==> src/rtl/src_control_unit_if.sv <==
// Control bundle between the SRC sequencer and its datapath: opcode, branch
// flag and memory handshake in; bus-driver, register-load, ALU and memory
// request strobes out.
interface src_control_unit_if #(
    parameter int ALU_W = 4
);
    logic [4:0]       opcode;
    logic             con;
    logic             mem_done;

    logic             pc_out, c1_out, c2_out, md_out, c_out, r_out, ba_out;
    logic             pc_in, ma_in, md_in, ir_in, a_in, c_in, r_in, con_in;
    logic             gra, grb, grc;
    logic [ALU_W-1:0] alu_op;
    logic             read, write;
    logic             halt, illegal;

    modport master (
        input  opcode, con, mem_done,
        output pc_out, c1_out, c2_out, md_out, c_out, r_out, ba_out,
        output pc_in, ma_in, md_in, ir_in, a_in, c_in, r_in, con_in,
        output gra, grb, grc, alu_op, read, write, halt, illegal
    );

    modport slave (
        output opcode, con, mem_done,
        input  pc_out, c1_out, c2_out, md_out, c_out, r_out, ba_out,
        input  pc_in, ma_in, md_in, ir_in, a_in, c_in, r_in, con_in,
        input  gra, grb, grc, alu_op, read, write, halt, illegal
    );
endinterface

==> src/rtl/src_control_unit.sv <==
// Hard-wired Moore sequencer for the single-bus SRC CPU. Runs fetch
// (FETCH0..FETCH2) then an opcode-dependent execute sequence (EXEC with a
// step counter), forever, until a stop opcode parks it in HALT.
module src_control_unit #(
    parameter int ALU_W = 4
) (
    input  logic                clk,
    input  logic                rst,
    src_control_unit_if.master  bus
);
    typedef enum logic [2:0] {FETCH0, FETCH1, FETCH2, EXEC, HALT} state_t;

    localparam logic [4:0] OP_NOP  = 5'd0;
    localparam logic [4:0] OP_LD   = 5'd1;
    localparam logic [4:0] OP_LDR  = 5'd2;
    localparam logic [4:0] OP_ST   = 5'd3;
    localparam logic [4:0] OP_LA   = 5'd5;
    localparam logic [4:0] OP_LAR  = 5'd6;
    localparam logic [4:0] OP_BR   = 5'd8;
    localparam logic [4:0] OP_ADD  = 5'd12;
    localparam logic [4:0] OP_ADDI = 5'd13;
    localparam logic [4:0] OP_SUB  = 5'd14;
    localparam logic [4:0] OP_AND  = 5'd20;
    localparam logic [4:0] OP_OR   = 5'd22;
    localparam logic [4:0] OP_NOT  = 5'd24;
    localparam logic [4:0] OP_STOP = 5'd31;

    localparam logic [ALU_W-1:0] ALU_ADD  = ALU_W'(1);
    localparam logic [ALU_W-1:0] ALU_SUB  = ALU_W'(2);
    localparam logic [ALU_W-1:0] ALU_AND  = ALU_W'(3);
    localparam logic [ALU_W-1:0] ALU_OR   = ALU_W'(4);
    localparam logic [ALU_W-1:0] ALU_NOT  = ALU_W'(5);
    localparam logic [ALU_W-1:0] ALU_INC4 = ALU_W'(6);

    state_t     state;
    logic [2:0] step;
    logic       run;    // low during reset and the release cycle, so all strobes stay 0
    logic       first;  // first cycle of FETCH1: the only cycle pc_in is allowed
    logic       mem_wait;

    // Final execute step of each opcode; unknown opcodes take a single step.
    function automatic logic [2:0] last_step(input logic [4:0] op);
        case (op)
            OP_ADD, OP_ADDI, OP_SUB, OP_AND, OP_OR, OP_LA, OP_LAR: last_step = 3'd2;
            OP_NOT, OP_BR:                                         last_step = 3'd1;
            OP_LD, OP_LDR, OP_ST:                                  last_step = 3'd4;
            default:                                               last_step = 3'd0;
        endcase
    endfunction

    // ALU operation for the two-operand register instructions.
    function automatic logic [ALU_W-1:0] alu_sel(input logic [4:0] op);
        case (op)
            OP_SUB:  alu_sel = ALU_SUB;
            OP_AND:  alu_sel = ALU_AND;
            OP_OR:   alu_sel = ALU_OR;
            default: alu_sel = ALU_ADD;
        endcase
    endfunction

    // A memory request is outstanding whenever read or write is being driven.
    assign mem_wait = bus.read | bus.write;

    // Sequencer state: fetch, execute steps, memory waits and halt.
    always_ff @(posedge clk or negedge rst) begin
        if (!rst) begin
            state <= FETCH0;
            step  <= 3'd0;
            run   <= 1'b0;
            first <= 1'b0;
        end else if (!run) begin
            run <= 1'b1;
        end else begin
            case (state)
                FETCH0: begin
                    state <= FETCH1;
                    first <= 1'b1;
                end
                FETCH1: begin
                    first <= 1'b0;
                    if (bus.mem_done) state <= FETCH2;
                end
                FETCH2: begin
                    state <= EXEC;
                    step  <= 3'd0;
                end
                EXEC: begin
                    if (bus.opcode == OP_STOP)          state <= HALT;
                    else if (mem_wait && !bus.mem_done) state <= EXEC;
                    else if (step == last_step(bus.opcode)) state <= FETCH0;
                    else                                step  <= step + 3'd1;
                end
                HALT:    state <= HALT;
                default: state <= FETCH0;
            endcase
        end
    end

    // Strobe decode from registered state, step and the latched opcode/flag.
    always_comb begin
        bus.pc_out = 1'b0; bus.c1_out = 1'b0; bus.c2_out = 1'b0; bus.md_out = 1'b0;
        bus.c_out  = 1'b0; bus.r_out  = 1'b0; bus.ba_out = 1'b0;
        bus.pc_in  = 1'b0; bus.ma_in  = 1'b0; bus.md_in  = 1'b0; bus.ir_in  = 1'b0;
        bus.a_in   = 1'b0; bus.c_in   = 1'b0; bus.r_in   = 1'b0; bus.con_in = 1'b0;
        bus.gra    = 1'b0; bus.grb    = 1'b0; bus.grc    = 1'b0;
        bus.alu_op = '0;
        bus.read   = 1'b0; bus.write  = 1'b0;
        bus.halt   = 1'b0; bus.illegal = 1'b0;
        if (run) begin
            case (state)
                FETCH0: begin
                    bus.pc_out = 1'b1; bus.ma_in = 1'b1;
                    bus.alu_op = ALU_INC4; bus.c_in = 1'b1;
                end
                FETCH1: begin
                    bus.c_out = 1'b1; bus.read = 1'b1; bus.pc_in = first;
                end
                FETCH2: begin
                    bus.md_out = 1'b1; bus.ir_in = 1'b1;
                end
                EXEC: begin
                    case (bus.opcode)
                        OP_ADD, OP_ADDI, OP_SUB, OP_AND, OP_OR: begin
                            case (step)
                                3'd0: begin bus.grb = 1'b1; bus.r_out = 1'b1; bus.a_in = 1'b1; end
                                3'd1: begin
                                    bus.alu_op = alu_sel(bus.opcode); bus.c_in = 1'b1;
                                    if (bus.opcode == OP_ADDI) bus.c2_out = 1'b1;
                                    else begin bus.grc = 1'b1; bus.r_out = 1'b1; end
                                end
                                3'd2: begin bus.c_out = 1'b1; bus.gra = 1'b1; bus.r_in = 1'b1; end
                                default: ;
                            endcase
                        end
                        OP_NOT: begin
                            if (step == 3'd0) begin
                                bus.grc = 1'b1; bus.r_out = 1'b1;
                                bus.alu_op = ALU_NOT; bus.c_in = 1'b1;
                            end else begin
                                bus.c_out = 1'b1; bus.gra = 1'b1; bus.r_in = 1'b1;
                            end
                        end
                        OP_LA, OP_LAR, OP_LD, OP_LDR, OP_ST: begin
                            case (step)
                                3'd0: begin
                                    bus.a_in = 1'b1;
                                    if (bus.opcode == OP_LAR || bus.opcode == OP_LDR) bus.pc_out = 1'b1;
                                    else begin bus.grb = 1'b1; bus.ba_out = 1'b1; end
                                end
                                3'd1: begin
                                    bus.alu_op = ALU_ADD; bus.c_in = 1'b1;
                                    if (bus.opcode == OP_LAR || bus.opcode == OP_LDR) bus.c1_out = 1'b1;
                                    else bus.c2_out = 1'b1;
                                end
                                3'd2: begin
                                    bus.c_out = 1'b1;
                                    if (bus.opcode == OP_LA || bus.opcode == OP_LAR) begin
                                        bus.gra = 1'b1; bus.r_in = 1'b1;
                                    end else bus.ma_in = 1'b1;
                                end
                                3'd3: begin
                                    if (bus.opcode == OP_ST) begin
                                        bus.gra = 1'b1; bus.r_out = 1'b1; bus.md_in = 1'b1;
                                    end else bus.read = 1'b1;
                                end
                                3'd4: begin
                                    if (bus.opcode == OP_ST) bus.write = 1'b1;
                                    else begin bus.md_out = 1'b1; bus.gra = 1'b1; bus.r_in = 1'b1; end
                                end
                                default: ;
                            endcase
                        end
                        OP_BR: begin
                            if (step == 3'd0) begin
                                bus.grc = 1'b1; bus.r_out = 1'b1; bus.con_in = 1'b1;
                            end else begin
                                bus.grb = 1'b1; bus.r_out = 1'b1; bus.pc_in = bus.con;
                            end
                        end
                        OP_NOP, OP_STOP: ;
                        default: bus.illegal = (step == 3'd0);
                    endcase
                end
                HALT:    bus.halt = 1'b1;
                default: ;
            endcase
        end
    end
endmodule

==> src/flat_wrapper.sv <==
// flat-port wrapper written by rule: the top's interface ports become plain ports
module src_control_unit_flat 
#(
    parameter int ALU_W = 4
)
  (clk, rst, bus_opcode, bus_con, bus_mem_done, bus_pc_out, bus_c1_out, bus_c2_out, bus_md_out, bus_c_out, bus_r_out, bus_ba_out, bus_pc_in, bus_ma_in, bus_md_in, bus_ir_in, bus_a_in, bus_c_in, bus_r_in, bus_con_in, bus_gra, bus_grb, bus_grc, bus_alu_op, bus_read, bus_write, bus_halt, bus_illegal);
  src_control_unit_if #(.ALU_W(ALU_W)) bus_i ();
  input  logic clk;
  input  logic rst;
  input wire logic [$bits(bus_i.opcode)-1:0] bus_opcode;
  input wire logic [$bits(bus_i.con)-1:0] bus_con;
  input wire logic [$bits(bus_i.mem_done)-1:0] bus_mem_done;
  output wire logic [$bits(bus_i.pc_out)-1:0] bus_pc_out;
  output wire logic [$bits(bus_i.c1_out)-1:0] bus_c1_out;
  output wire logic [$bits(bus_i.c2_out)-1:0] bus_c2_out;
  output wire logic [$bits(bus_i.md_out)-1:0] bus_md_out;
  output wire logic [$bits(bus_i.c_out)-1:0] bus_c_out;
  output wire logic [$bits(bus_i.r_out)-1:0] bus_r_out;
  output wire logic [$bits(bus_i.ba_out)-1:0] bus_ba_out;
  output wire logic [$bits(bus_i.pc_in)-1:0] bus_pc_in;
  output wire logic [$bits(bus_i.ma_in)-1:0] bus_ma_in;
  output wire logic [$bits(bus_i.md_in)-1:0] bus_md_in;
  output wire logic [$bits(bus_i.ir_in)-1:0] bus_ir_in;
  output wire logic [$bits(bus_i.a_in)-1:0] bus_a_in;
  output wire logic [$bits(bus_i.c_in)-1:0] bus_c_in;
  output wire logic [$bits(bus_i.r_in)-1:0] bus_r_in;
  output wire logic [$bits(bus_i.con_in)-1:0] bus_con_in;
  output wire logic [$bits(bus_i.gra)-1:0] bus_gra;
  output wire logic [$bits(bus_i.grb)-1:0] bus_grb;
  output wire logic [$bits(bus_i.grc)-1:0] bus_grc;
  output wire logic [$bits(bus_i.alu_op)-1:0] bus_alu_op;
  output wire logic [$bits(bus_i.read)-1:0] bus_read;
  output wire logic [$bits(bus_i.write)-1:0] bus_write;
  output wire logic [$bits(bus_i.halt)-1:0] bus_halt;
  output wire logic [$bits(bus_i.illegal)-1:0] bus_illegal;
  assign bus_i.opcode = bus_opcode;
  assign bus_i.con = bus_con;
  assign bus_i.mem_done = bus_mem_done;
  assign bus_pc_out = bus_i.pc_out;
  assign bus_c1_out = bus_i.c1_out;
  assign bus_c2_out = bus_i.c2_out;
  assign bus_md_out = bus_i.md_out;
  assign bus_c_out = bus_i.c_out;
  assign bus_r_out = bus_i.r_out;
  assign bus_ba_out = bus_i.ba_out;
  assign bus_pc_in = bus_i.pc_in;
  assign bus_ma_in = bus_i.ma_in;
  assign bus_md_in = bus_i.md_in;
  assign bus_ir_in = bus_i.ir_in;
  assign bus_a_in = bus_i.a_in;
  assign bus_c_in = bus_i.c_in;
  assign bus_r_in = bus_i.r_in;
  assign bus_con_in = bus_i.con_in;
  assign bus_gra = bus_i.gra;
  assign bus_grb = bus_i.grb;
  assign bus_grc = bus_i.grc;
  assign bus_alu_op = bus_i.alu_op;
  assign bus_read = bus_i.read;
  assign bus_write = bus_i.write;
  assign bus_halt = bus_i.halt;
  assign bus_illegal = bus_i.illegal;
  src_control_unit #(.ALU_W(ALU_W)) u_core (.clk(clk), .rst(rst), .bus(bus_i));
endmodule
==> config.mk <==
export PLATFORM = sky130hd
export DESIGN_NAME = src_control_unit_flat
export DESIGN_NICKNAME = d
export VERILOG_FILES = /design/src/rtl/src_control_unit_if.sv /design/src/rtl/src_control_unit.sv /design/src/flat_wrapper.sv
export SDC_FILE = /design/constraint.sdc
export NUM_CORES = 1
export LEC_CHECK = 0
export ABC_AREA = 1
export BUFFER_PORTS_ARGS = -buffer_cell sky130_fd_sc_hd__buf_2
export CAP_MARGIN = 20
export CORE_MARGIN = 4
export CORE_UTILIZATION = 49
export CTS_BUF_LIST = sky130_fd_sc_hd__clkbuf_8
export DETAILED_ROUTE_END_ITERATION = 10
export PLACE_DENSITY_LB_ADDON = 0.08
export SYNTH_ARGS = -nofsm -noshare
export SYNTH_HDL_FRONTEND = slang
export SYNTH_SLANG_ARGS = --single-unit
==> constraint.sdc <==
create_clock -name clk -period 1.5 [get_ports clk]
set_input_delay 0 -clock clk [delete_from_list [all_inputs] [get_ports clk]]
set_output_delay 0 -clock clk [all_outputs]
set_load 0.02 [all_outputs]
==> run metrics, run 1 <==
I/O Buffers 33; H-tree lvl count 1; cell area after placement 1790 um2; Initial Utilization 51.8%; Distinct cells, synth 28; Syn Inst Count 227; CTS root buffer clkbuf_8; CTS sink count 8; die span in x 59.4 um; num rows 18; Err [ERROR DPL-0038] Utilization greater than 100%, impossible to legalize; HPWL Detailed 3.07 mm; syn_nets 246; Syn Area/Cell 5.70 um2; RePlAce Congestion 1.00; Max Root-Sink Buffers 2; grt repair worst endpoint bus_gra; worst ep type top-level output; largest net degree at the start of global routing 11; I/O pin count 35; FF+latch count, synth 8; status stopped before the end; Die H 59.4 um; post-synthesis sequential area ratio 15.5%; mapped cell area 1290 um2; Fail Step 5_1_grt; Synth warnings 0; CTS buffer count 3
-- per-stage QoR --
| step | setup TNS (ns) | setup slack, ns | utilization, % | cells | hold WS [ns] |
|---|---|---|---|---|---|
| floorplan | -0.349 | -0.179 | - | 227 | -0.296 |
| global placement | -0.570 | -0.105 | 71.5 | 326 | -0.145 |
| detailed placement | -1.09 | -0.132 | 71.5 | 326 | -0.143 |
| CTS | -1.70 | -0.192 | 87.4 | 336 | 0.148 |
-- logic make-up after synthesis --
kind of cell	count (synthesis)	synth area share (%)
AND/OR/NAND/NOR	136	48.3
buffers and inverters	45	13.9
AO/OA/AOI/OAI	26	12.1
adder cells (fa/ha/maj)	10	9.67
flip-flops	8	15.5
other	2	0.580
-- cells in the mapped netlist, drive strengths merged --
cell type	count	area share, %
a21oi	9	3.5
a22oi	1	0.58
a31oi	2	0.97
buf	2	1.5
conb	2	0.58
dfrtp	8	15
ha	10	9.7
inv	43	12
nand2	66	20
nand3	24	11
nand4	5	2.9
nor2	36	13
nor3	4	1.5
nor4	1	0.48
o21ai	9	3.8
o21bai	2	1.5
o22ai	1	0.48
o311ai	1	0.68
o41ai	1	0.68
-- what timing repair did --
action | CTS
resized for setup | 92
setup buffers | 6
setup endpoints to repair | 26
hold buffers | 1
endpoints found under the hold margin | 8
pin swaps | 22
==> run 2: changes to the inputs <==
--- a/config.mk
+++ b/config.mk
@@ -8,11 +8,10 @@
 export ABC_AREA = 1
 export BUFFER_PORTS_ARGS = -buffer_cell sky130_fd_sc_hd__buf_2
 export CAP_MARGIN = 20
-export CORE_MARGIN = 4
-export CORE_UTILIZATION = 49
-export CTS_BUF_LIST = sky130_fd_sc_hd__clkbuf_8
+export CORE_AREA = 4 4 65 67
 export DETAILED_ROUTE_END_ITERATION = 10
-export PLACE_DENSITY_LB_ADDON = 0.08
+export DIE_AREA = 0 0 69 71
+export PLACE_DENSITY_LB_ADDON = 0.15
 export SYNTH_ARGS = -nofsm -noshare
 export SYNTH_HDL_FRONTEND = slang
 export SYNTH_SLANG_ARGS = --single-unit
==> constraint.sdc (replaced) <==
create_clock -name clk -period 2 [get_ports clk]
set_input_delay 0 -clock clk [delete_from_list [all_inputs] [get_ports clk]]
set_output_delay 0 -clock clk [all_outputs]
set_load 0.02 [all_outputs]
==> run metrics, run 2 <==
CORE AREA 3630 um2; ANT cells 0; period utilization 95.0%; Lkg Pwr 0.953 nW; design area 1610 um2; Final Setup Violations 0; die span in x 69 um; commonest non-fill, non-tap cell in the layout nand2_1; DP Cell Count 308; vias in the first global route 1344; largest area contributor in the netlist nand2_1; cell area after placement 1520 um2; Clock power frac 15.9%; I/O pin count 35; DRT Pass-1 Iters 4; endpoint class of the critical path output pin; CP peak stage delay 0.43 ns; crit path cell chain inv_1 > ha_1 > inv_1 > nor2_4 > inv_1 > nor2_2 > inv_1 > nor4_1 > buf_2; RePlAce Congestion 0.832; number of flops mapped to enable cells by yosys 0; CTS sink count 8; Via-to-Cell Ratio 4.87; FF+latch count, synth 8; Post-Route Setup TNS 0 ns; Syn Inst Count 227; antenna viol nets, final 0; FMAX 526 MHz; Synth Flop Type dfrtp_1; non-filler cells, final 316; initial antenna violation count 0; Synth warnings 0; clock skew 0.00635 ns; DR vias 1538; WP depth 9; worst reg2reg path depth 10; most used cell, CP inv_1; WP buf/inv 5; CTS buffer count 3; Net Sw Power 0.000629 W; R2R Setup Slk 0.29 ns; Slew Viols, Final 0; largest net degree at the start of global routing 11; top flop regs u_core.state: 3 flops, u_core.step: 3 flops; Startpoint Class flip-flop; status finished, final reports clean; Synth area leaders nand2_1 (18%), dfrtp_1 (15%), inv_1 (11%); HPWL Detailed 3.03 mm; CTS root buffer clkbuf_8; Peak VDD IR 0.000421 V; Max Root-Sink Buffers 2; critical path's top delay family buffers and inverters; first-pass GRT wire length 6.20 mm; clk_lat worst skew 0.23 ns; pwr dens 767 nW/um2; mapped cell area 1290 um2; final hold vios 0; switch share 50.9%; Distinct cells, synth 28; Initial Utilization 35.6%; Syn Area/Cell 5.70 um2; sequential share of power 21.5%; gr usage total 15.0%; Logic pwr share 62.5%; CTS tree done; Area Overhead vs Synth 24.7%; CP required 2.00 ns; Die H 71 um; layout cells sized above 1 24.3%; final wirelength 3.68 mm; top post-synthesis cells by count nand2_1 (63), inv_1 (39), nor2_1 (30); GRT Residual Overflow 0; Critical R2R Launch u_core.state[2]; syn_nets 246; critical path class reg -> out; Yosys top cell area share 18.3%; Routed WL per cell 11.6 um; num rows 22; r2r endpoint u_core.state[0]; DRC Markers 0; DRT iter0 DRCs 87; H-tree lvl count 1; CP Data Arrival Time 1.90 ns; Reg clk slew, reported paths 0.04 ns; timing startpoint of the critical path u_core.step[0]; most frequent cell after synthesis nand2_1; Worst Hold Class in -> async; ys async rst share 100%; Max Cap Viol 0; Worst setup endpoint bus_illegal; commonest non-fill, non-tap cells in the layout nand2_1 (63), inv_1 (38), buf_2 (33); Tmin final 1.90 ns; Nets 289; Internal Dissipation 0.000608 W; I/O Buffers 33; CP Max Fanout 6; Slowest-stage cell, CP dfrtp_2; die area 4900 um2; Pwr Total 0.00124 W; post-synthesis sequential area ratio 15.5%
==> run 2: layout make-up <==
cell class | count | area [um2]
inverters | 43 | 161
fillers | 413 | 2020
multi-input cells | 174 | 928
flip-flops and latches | 8 | 201
repair buffers | 40 | 220
clock buffers | 3 | 41.3
well taps | 48 | 60.1
==> run 2: kinds of logic after synthesis <==
family,count (synthesis),share of synthesized area (%)
other,2,0.580
AOI/OAI and AO/OA,26,12.1
DFF,8,15.5
buffers and inverters,45,13.9
adders and majority gates,10,9.67
and+or+nand+nor,136,48.3
==> run 2: worst min path at each step <==
stage | end | cells after the start | from
finish | u_core.step[2] | 2 | rst
global route | u_core.step[2] | 2 | rst
CTS | u_core.step[2] | 2 | rst
detailed placement | u_core.state[0] | 1 | rst
global placement | u_core.state[0] | 1 | rst
floorplan | u_core.first | 0 | rst
==> run 2: timing repair <==
| action | 4_1_cts | 5_1_grt |
|---|---|---|
| buffers inserted | 0 | 4 |
| resized for setup | 1 | 4 |
| pin swaps | 0 | 2 |
| hold buffers | 1 | 0 |
| setup endpoints to repair | 1 | 6 |
| endpoints found under the hold margin | 8 | 0 |
==> run 2: layer usage <==
metal  vias up  GRT usage (%)  routed length [um]
li1        799              -                   -
met1       687           20.3                1780
met2        48           24.7                1650
met3         4           3.27                 225
met4         0           2.60                  29
met5         -              0                   0
==> run 2: power groups by stage <==
stage	combinational, W	clock, W	sequential (W)
2_1_floorplan	0.000525	0	0.000247
3_3_place_gp	0.000727	0	0.000256
3_5_place_dp	0.000721	0	0.000258
4_1_cts	0.000729	0.000202	0.000256
5_1_grt	0.000869	0.000214	0.000272
6_report	0.000774	0.000197	0.000266
==> run 2: stage by stage <==
| stage | hold WS, ns | setup slack (ns) | util, % |
|---|---|---|---|
| floorplan | -0.296 | 0.110 | - |
| global placement | -0.140 | 0.279 | 41.7 |
| detailed placement | -0.142 | 0.217 | 41.7 |
| CTS | 0.151 | 0.0440 | 43.2 |
| global route | 0.174 | -0.0221 | 44.4 |
| finish | 0.146 | 0.100 | 44.4 |
Note: power is estimated with default switching activity, not from simulation.
==> run 3: changes to the inputs <==
--- a/config.mk
+++ b/config.mk
@@ -12,6 +12,7 @@
 export DETAILED_ROUTE_END_ITERATION = 10
 export DIE_AREA = 0 0 69 71
 export PLACE_DENSITY_LB_ADDON = 0.15
+export RECOVER_POWER = 50
 export SYNTH_ARGS = -nofsm -noshare
 export SYNTH_HDL_FRONTEND = slang
 export SYNTH_SLANG_ARGS = --single-unit
==> run metrics, run 3 (synthesis gave the netlist of run 2 again) <==
Via-to-Cell Ratio 4.85; CTS buffer count 3; Reg clk slew, reported paths 0.04 ns; CORE AREA 3630 um2; non-filler cells, final 316; FILL cells 416; die area 4900 um2; final hold vios 0; H-tree lvl count 1; Max Cap Viol 0; WP buf/inv 5; timing startpoint of the critical path u_core.step[0]; Lkg Pwr 0.921 nW; Post-Route Setup TNS 0 ns; DRC Markers 0; Initial Utilization 35.6%; DRT iter0 DRCs 87; initial antenna violation count 0; DRT Pass-1 Iters 4; top flop regs u_core.state: 3 flops, u_core.step: 3 flops; final wirelength 3.69 mm; Tmin final 1.89 ns; antenna viol nets, final 0; CP Data Arrival Time 1.89 ns; critical path class reg -> out; commonest non-fill, non-tap cell in the layout nand2_1; Nets 289; Post-Route Utilization 44.1%; FMAX 529 MHz; CTS root buffer clkbuf_8; Peak VDD IR 0.000421 V; gr usage total 15.0%; RePlAce Congestion 0.832; Max Root-Sink Buffers 2; clock skew 0.00602 ns; CP peak stage delay 0.43 ns; die span in x 69 um; layout cells sized above 1 21.3%; ANT cells 0; status finished, final reports clean; commonest non-fill, non-tap cells in the layout nand2_1 (63), inv_1 (38), nor2_1 (29); clk_lat worst skew 0.23 ns; Startpoint Class flip-flop; crit path cell chain inv_1 > ha_1 > inv_1 > nor2_4 > inv_1 > nor2_2 > inv_1 > nor4_1 > buf_2; largest net degree at the start of global routing 11; hold_ws 0.241 ns; final setup margin 0.110 ns; Final Setup Violations 0; GRT Residual Overflow 0; I/O Buffers 33; Die H 71 um; Critical R2R Launch u_core.state[2]; CTS tree done; CP required 2.00 ns; first-pass GRT wire length 6.20 mm; DP Worst Slack 0.217 ns; CTS sink count 8; Routed WL per cell 11.7 um; I/O pin count 35; Worst Hold Class in -> async; pwr dens 770 nW/um2; period utilization 94.5%; vias in the first global route 1344; num rows 22; Slowest-stage cell, CP dfrtp_2; DR vias 1533; critical path's top delay family buffers and inverters; DP Cell Count 308; CP Max Fanout 6; HPWL Detailed 3.03 mm; most used cell, CP inv_1; Area Overhead vs Synth 23.9%; endpoint class of the critical path output pin; Slew Viols, Final 0
[run 3: cell count changes in the layout (fill, tap and decap cells not counted)]
cell and change:
buf_2 -8, clkbuf_1 +8
[run 3: worst reg2reg max path: stages, from the launching register on]
cell and delay (ns):
dfrtp_1 0.41, inv_1 0.13, nand3_4 0.14, nor2_4 0.24, buf_4 0.15, nand3_1 0.07, nand3_2 0.10, nand3_2 0.15
nand3_1 0.11, nand3_1 0.08, nand2_1 0.07
[run 3: cell type report]
type	instances	area (um2)	area share, %
multi-input combinational	174	928	57.9
sequential	8	201	12.6
clock buffer	3	41.3	2.58
tap	48	60.1	3.75
inverter	43	161	10.1
timing repair buffer	40	210	13.1
[run 3: repair_timing]
item                                   in CTS  in global routing
endpoints found under the hold margin       8                  0
setup buffers                               0                  4
hold buffers                                1                  0
pin swaps                                   0                  2
setup endpoints to repair                   1                  6
gates resized for setup                     1                  4
[run 3: layer usage]
| metal | vias to the layer above | routed length (um) | global-route usage (%) |
|---|---|---|---|
| met5 | - | 0 | 0 |
| met4 | 0 | 29 | 2.60 |
| met3 | 4 | 216 | 3.27 |
| met2 | 43 | 1670 | 24.7 |
| met1 | 687 | 1780 | 20.3 |
| li1 | 799 | - | - |
[run 3: path summary, 6_finish.rpt]
kind | endpoint | slack [ns] | cells after the start
max in group asynchronous | u_core.step[0] | 1.40 | 2
worst min-delay path | u_core.step[2] | 0.24 | 2
min in group clk | u_core.state[2] | 0.25 | 5
worst max register to register | u_core.state[0] | 0.30 | 10
worst min register to register | u_core.first | 0.54 | 2
worst max-delay path | bus_illegal | 0.11 | 9
[run 3: power breakdown]
part	switching (W)	internal (W)	leakage [nW]	total [W]
clock	0.0000668	0.000131	0.0216	0.000197
combinational	0.000506	0.000264	0.798	0.000769
sequential	0.0000594	0.000207	0.102	0.000267
total	0.000632	0.000602	0.921	0.00123
[run 3: metrics by stage]
step / instance area [um2] / total power [W]
6_report: 1600 / 0.00123
5_1_grt: 1600 / 0.00135
4_1_cts: 1570 / 0.00119
3_5_place_dp: 1520 / 0.000979
3_3_place_gp: 1520 / 0.000984
2_1_floorplan: 1290 / 0.000772
